===== src/rtl/intra_pred_nxn.sv =====
// intra_pred_nxn: square NxN intra predictor (V, H, DC) streaming one row per beat.
// Neighbours are latched on an accepted start; DC is accumulated one index per cycle.
module intra_pred_nxn #(
  parameter int BIT_DEPTH = 8,
  parameter int MAX_N     = 16
) (
  input  logic                       clk,
  input  logic                       reset,
  input  logic                       start,
  input  logic [1:0]                 mode,
  input  logic [1:0]                 size_sel,
  input  logic                       top_avail,
  input  logic                       left_avail,
  input  logic [MAX_N*BIT_DEPTH-1:0] top_pixels,
  input  logic [MAX_N*BIT_DEPTH-1:0] left_pixels,
  output logic                       busy,
  output logic                       row_valid,
  input  logic                       row_ready,
  output logic [MAX_N*BIT_DEPTH-1:0] row_data,
  output logic [$clog2(MAX_N)-1:0]   row_idx,
  output logic                       row_last,
  output logic                       err
);
  localparam int IDX_W = $clog2(MAX_N);
  localparam int SUM_W = BIT_DEPTH + IDX_W + 1;
  localparam logic [1:0] MODE_V = 2'd0;
  localparam logic [1:0] MODE_H = 2'd1;
  localparam logic [1:0] MODE_DC = 2'd2;
  localparam logic [BIT_DEPTH-1:0] DC_MID = {1'b1, {(BIT_DEPTH-1){1'b0}}};

  typedef enum logic [1:0] {IDLE, ACC, DCCALC, STREAM} state_t;
  state_t state_reg, state_next;

  logic [1:0]                 mode_reg;
  logic [2:0]                 lg_reg;      // log2 of the block edge
  logic                       top_av_reg;
  logic                       left_av_reg;
  logic [MAX_N*BIT_DEPTH-1:0] top_reg;
  logic [MAX_N*BIT_DEPTH-1:0] left_reg;
  logic [IDX_W-1:0]           cnt_reg;
  logic [SUM_W-1:0]           sum_reg;
  logic [BIT_DEPTH-1:0]       dc_reg;
  logic [IDX_W-1:0]           row_idx_reg;
  logic                       err_reg;

  logic                 accept, size_ok, req_err, beat;
  logic [IDX_W:0]       n_val, n_m1;
  logic [BIT_DEPTH-1:0] top_lane, left_lane, h_pix, dc_calc;

  assign n_val     = (IDX_W+1)'(1) << lg_reg;
  assign n_m1      = n_val - 1'b1;
  assign size_ok   = (size_sel != 2'd3) && ((int'(size_sel) + 2) <= IDX_W);
  assign req_err   = !size_ok || (mode == 2'd3) ||
                     (mode == MODE_V && !top_avail) || (mode == MODE_H && !left_avail);
  assign accept    = start && (state_reg == IDLE);
  assign busy      = (state_reg != IDLE);
  assign row_valid = (state_reg == STREAM);
  assign beat      = row_valid && row_ready;
  assign row_idx   = row_idx_reg;
  assign row_last  = row_valid && ({1'b0, row_idx_reg} == n_m1);
  assign err       = err_reg;
  assign top_lane  = top_reg[cnt_reg*BIT_DEPTH +: BIT_DEPTH];
  assign left_lane = left_reg[cnt_reg*BIT_DEPTH +: BIT_DEPTH];
  assign h_pix     = left_reg[row_idx_reg*BIT_DEPTH +: BIT_DEPTH];

  // DC rounding: divide by the number of contributing samples, rounding half up.
  always_comb begin
    dc_calc = DC_MID;
    if (top_av_reg && left_av_reg)
      dc_calc = BIT_DEPTH'((sum_reg + SUM_W'(n_val)) >> (lg_reg + 3'd1));
    else if (top_av_reg || left_av_reg)
      dc_calc = BIT_DEPTH'((sum_reg + SUM_W'(n_val >> 1)) >> lg_reg);
  end

  // State register.
  always_ff @(posedge clk) begin
    if (reset) state_reg <= IDLE;
    else       state_reg <= state_next;
  end

  // Next-state logic.
  always_comb begin
    state_next = state_reg;
    case (state_reg)
      IDLE:    if (accept && !req_err) state_next = (mode == MODE_DC) ? ACC : STREAM;
      ACC:     if ({1'b0, cnt_reg} == n_m1) state_next = DCCALC;
      DCCALC:  state_next = STREAM;
      STREAM:  if (beat && row_last) state_next = IDLE;
      default: state_next = IDLE;
    endcase
  end

  // Datapath: request capture, DC accumulation, row index and error pulse.
  always_ff @(posedge clk) begin
    if (reset) begin
      mode_reg    <= '0;
      lg_reg      <= 3'd2;
      top_av_reg  <= 1'b0;
      left_av_reg <= 1'b0;
      top_reg     <= '0;
      left_reg    <= '0;
      cnt_reg     <= '0;
      sum_reg     <= '0;
      dc_reg      <= '0;
      row_idx_reg <= '0;
      err_reg     <= 1'b0;
    end else begin
      err_reg <= accept && req_err;
      case (state_reg)
        IDLE: begin
          if (accept && !req_err) begin
            mode_reg    <= mode;
            lg_reg      <= 3'(size_sel) + 3'd2;
            top_av_reg  <= top_avail;
            left_av_reg <= left_avail;
            top_reg     <= top_pixels;
            left_reg    <= left_pixels;
            cnt_reg     <= '0;
            sum_reg     <= '0;
            row_idx_reg <= '0;
          end
        end
        ACC: begin
          sum_reg <= sum_reg + SUM_W'(top_av_reg ? top_lane : '0)
                             + SUM_W'(left_av_reg ? left_lane : '0);
          cnt_reg <= cnt_reg + 1'b1;
        end
        DCCALC: dc_reg <= dc_calc;
        STREAM: if (beat) row_idx_reg <= row_last ? '0 : row_idx_reg + 1'b1;
        default: ;
      endcase
    end
  end

  // Row lanes: lanes beyond the block edge and all lanes outside STREAM read zero.
  for (genvar gi = 0; gi < MAX_N; gi++) begin : g_lane
    logic [BIT_DEPTH-1:0] lane_pix;
    assign lane_pix = (mode_reg == MODE_V) ? top_reg[gi*BIT_DEPTH +: BIT_DEPTH] :
                      (mode_reg == MODE_H) ? h_pix : dc_reg;
    assign row_data[gi*BIT_DEPTH +: BIT_DEPTH] =
      (row_valid && ((IDX_W+1)'(gi) < n_val)) ? lane_pix : '0;
  end
endmodule


===== config.mk =====
export PLATFORM = sky130hd
export DESIGN_NAME = intra_pred_nxn
export DESIGN_NICKNAME = d
export VERILOG_FILES = /design/src/rtl/intra_pred_nxn.sv
export SDC_FILE = /design/constraint.sdc
export NUM_CORES = 1
export LEC_CHECK = 0
export ABC_AREA = 1
export CORE_UTILIZATION = 30
export DETAILED_ROUTE_END_ITERATION = 6
export PLACE_DENSITY = 0.53
export SLEW_MARGIN = 10
export SYNTH_ARGS = -nofsm -noshare
export SYNTH_HDL_FRONTEND = slang
export SYNTH_SLANG_ARGS = --single-unit

===== constraint.sdc =====
create_clock -name clk -period 3.4 [get_ports clk]
set_input_delay 1.02 -clock clk [delete_from_list [all_inputs] [get_ports clk]]
set_output_delay 1.02 -clock clk [all_outputs]
set_load 0.01 [all_outputs]

==> run summary <==
The count of input and output buffers was 401. The die footprint was 61580 µm²; the total of warnings raised by yosys was 0. In the global route stage, overall resource usage came out at 27.87%.

Synthesis produced 2886 cells. After detailed routing, the number of remaining DRC violations is 0. In this run the remaining antenna-violating nets after routing total 0. For the effective utilization at floorplan, the log shows 30.57%. The H-tree depth is 2.

Number of storage elements in the synthesis netlist: 295. Timing analysis after detailed placement gives a worst setup slack of -0.2690 ns. The count of cells in the finished layout, fillers not included, comes to 4204. At the pin with the least slew margin, the transition time is 0.9496 ns. The startpoint class of the critical path was a register. The critical path runs through a total of 15 cells.

Clock tree synthesis found a total of 295 sinks. After legalization and detailed placement, the total HPWL measured 65730 µm. The worst register-to-register path has a setup slack of -0.07 ns. Net count after synthesis: 3194. The tools report the element type at the critical path end as an output pin. The ratio of final minimum period to clock period came out at 111.0%.

The data arrival at the endpoint of the critical path is 2.76 ns. Summing every instance area after synthesis gives 18180 µm². For this run, the detailed router's first-pass iteration total came to 5. The layout overhead on the synthesized area is 52.04%, and the iteration-0 DRC count of the detailed router is 1846.

Setup repair after global routing could not meet its margin everywhere. For this design, the slowest cell found on the critical path is dfxtp_4. The standard-cell row count was 89. The predominant post-synthesis flop cell was dfxtp_1.

The via total after detailed routing was 22303; the post-layout minimum cycle time was 3.775 ns. In the synthesized netlist the async set-or-reset flop fraction comes to 0%. The tools report the cell area after placement as 24440 µm².

The run gives 0 as the final count of hold timing violations. The worst register-to-register path ends at sum_reg[12]. Counting distinct cell types in the post-synthesis netlist gives 42. Across the routed clock network, the largest skew measured is 0.02525 ns. The path depth of the worst reg2reg path was 22; the total overflow reported by the global router was 0. Grouping stages by cell kind, the critical path spends the most delay in buffers and inverters.

The most critical setup path has its endpoint at row_data[112]. The delay of the slowest cell on the worst path was 0.46 ns; the number of nets at the end of the flow was 3710. After synthesis, the mean cell area works out to 6.298 µm². The mean number of vias per cell is 5.305. The total wire length after detailed routing came out at 90510 µm. Across the run, the number of max-cap violations was 0. The core footprint was 59460 µm²; the fraction of the yosys area taken by sequential cells was 32.49%. The worst reg2reg path startpoint was cnt_reg[0]. The tools report the initial antenna violation count as 2.

Maximum clock frequency: 0.2649 GHz. The number of global-route vias before repair is 21089, and the clock buffer count from CTS is 39. The die is 248.1 µm tall. TritonCTS built the clock tree.

The cell sitting at the root of the clock tree is a clkbuf_16. The flow ran to the end, but the final reports show violations. The number of setup violations in the final report came out at 130. The synthesized design contains 0 enable-type register cells. For this design, the CTS-stage hold fixing added 0 buffers.

The min-delay analysis places its worst path in the category register to register. In this run the worst setup path begins at row_idx[0]. Pin placement for this block handled 402 I/O pins. Entering global routing, the biggest net connects 106 pins.

For this design the ratio of total power to cell area is 562.8 nW/µm². The final worst-path setup slack was -0.3754 ns. The worst-skew pair later-pin latency was 0.57 ns; the number of buffers and inverters on the critical path was 7. After clock tree synthesis, the clock-pin slew on the worst setup and hold paths is 0.06 ns.

The max-slew violation total from the final report is 0, and the data required time at the worst endpoint is 2.38 ns. The run gives 0.9072 as the global placer's final weighted congestion. The critical path goes through buf_8, clkbuf_16, a21oi_2, o21ai_1, nand3_1, nand3_2, nand2_2, a22oi_2, buf_12, buf_16, buf_6, o21ai_2, nand2_1, inv_1, buf_2. The tightest slew margin relative to the limit is 36.70%, and the final standard cell area without fillers is 27640 µm². After detailed placement, the design holds a cell count of 4065.

The run gives 6106 as the total of fill cells in the finished design. Startpoint-to-endpoint class of the critical path: register to output pin. Fraction of layout cells with a size suffix above 1: 22.48%. The analysis attributes to cell leakage a power of 11.90 nW.

Final design utilization: 46.47%. The largest fanout on the critical path works out to 8. The die width works out to 248.1 µm. In the final routed layout, each cell accounts on average for 21.53 µm.

VDD sags by at most 0.0003454 V. The clock passes through at most 3 buffers. The checks that failed: negative setup slack.

The wire length of the first global-routing pass came out at 130100 µm.
worst min-delay path, delay by kind of cell (launching register included):
family | cells | cell delay [ns]
DFF | 1 | 0.31
AOI/OAI and AO/OA | 1 | 0.05
buffers and inverters | 1 | 0.06
cells by family (layout without fill, tap and decap cells):
kind of cell	Yosys count	in the layout	synth area share (%)
adder cells (fa/ha/maj)	42	42	3.345
flip-flops	295	295	32.49
AO/OA/AOI/OAI	1076	1076	30.38
XOR/XNOR	12	12	0.5782
AND/OR/NAND/NOR	834	834	19.78
buffers and inverters	627	1170	13.42
other	0	2	0
cell usage after synthesis (2+ instances only):
cell / number / area share (%)
clkinv_1: 6 / 0.12
a21oi_2: 3 / 0.14
o21ai_0: 510 / 14
nor3_1: 6 / 0.17
fa_1: 11 / 1.2
nand2_2: 4 / 0.14
a21oi_1: 509 / 14
dfxtp_1: 295 / 32
inv_2: 13 / 0.27
a21oi_4: 2 / 0.18
xor2_1: 11 / 0.53
buf_1: 15 / 0.31
nor2_1: 69 / 1.4
nand3_1: 299 / 8.2
clkbuf_1: 138 / 2.8
o211ai_1: 3 / 0.12
a22oi_2: 8 / 0.55
buf_2: 45 / 1.2
nor3_2: 2 / 0.11
nor2_2: 4 / 0.14
nand2_1: 436 / 9.0
buf_4: 5 / 0.21
nor2_4: 2 / 0.12
o21ai_1: 32 / 0.88
inv_1: 402 / 8.3
ha_1: 31 / 2.1
a31oi_1: 2 / 0.069
nand4_1: 9 / 0.31
what timing repair did:
action                     in CTS  in global routing
cloned                          5                 17
hold endpoints to repair        0                  0
setup buffers                  32                 22
pin swaps                      30                175
resized for setup             344                701
setup endpoints to repair     135                146
power by group:
| group | switching, W | total [W] | internal [W] |
|---|---|---|---|
| Combinational | 0.00418 | 0.00722 | 0.00304 |
| Clock | 0.00169 | 0.00407 | 0.00239 |
| Sequential | 0.000320 | 0.00426 | 0.00394 |
routing by layer:
metal / share of wire (%) / wire length [µm] / GRT usage, %
met1: 42 / 38290 / 36.05
met2: 47 / 42190 / 47.09
met3: 7.0 / 6301 / 3.351
met4: 4.1 / 3718 / 10.69
met5: 0 / 0 / 0
layout make-up:
cell class	instances	area, µm²	area share (%)
clock buffer	55	1127	4.079
sequential	295	5927	21.45
inverter	422	1619	5.859
clock inverter	13	113.9	0.4120
timing repair buffer	680	6947	25.14
antenna	2	5.005	0.01811
tap	773	967.2	3.500
multi-input combinational	1964	10930	39.55
metrics by stage:
| step | hold WS, ns | power [W] | setup TNS, ns |
|---|---|---|---|
| finish | 0.4710 | 0.01555 | -33.19 |
| global route | 0.4963 | 0.01630 | -42.19 |
| CTS | 0.4664 | 0.01421 | -46.72 |
| detailed placement | 0.4591 | 0.009811 | -7.384 |
| global placement | 0.4536 | 0.009758 | -5.630 |
| floorplan | 0.4354 | 0.007425 | 0 |
layout by cell type, fill, tap and decap left out, drive strengths merged:
cell type / instances
a21boi: 1
a21o: 1
a21oi: 514
a22oi: 8
a311oi: 1
a31oi: 2
buf: 344
bufinv: 1
clkbuf: 116
clkdlybuf4s15: 2
clkdlybuf4s50: 271
clkinv: 14
clkinvlp: 2
dfxtp: 295
diode: 2
dlymetal6s2s: 2
fa: 11
ha: 31
inv: 418
nand2: 441
nand3: 299
nand3b: 1
nand4: 9
nor2: 75
nor3: 8
o211ai: 3
o21a: 1
o21ai: 542
o221ai: 1
o31a: 1
o31ai: 1
or2: 1
xnor2: 1
xor2: 11
worst min path at each step:
stage	startpoint	endpoint	slack, ns	cells past startpoint
after global routing	left_reg[117]	left_reg[117]	0.50	2
after CTS	top_reg[50]	top_reg[50]	0.47	2
final	top_reg[103]	top_reg[103]	0.47	2
after global placement	left_reg[55]	left_reg[55]	0.45	2
after detailed placement	top_reg[50]	top_reg[50]	0.46	2
after floorplan	top_reg[0]	top_reg[0]	0.44	2
(Power assumes the default switching activity.)
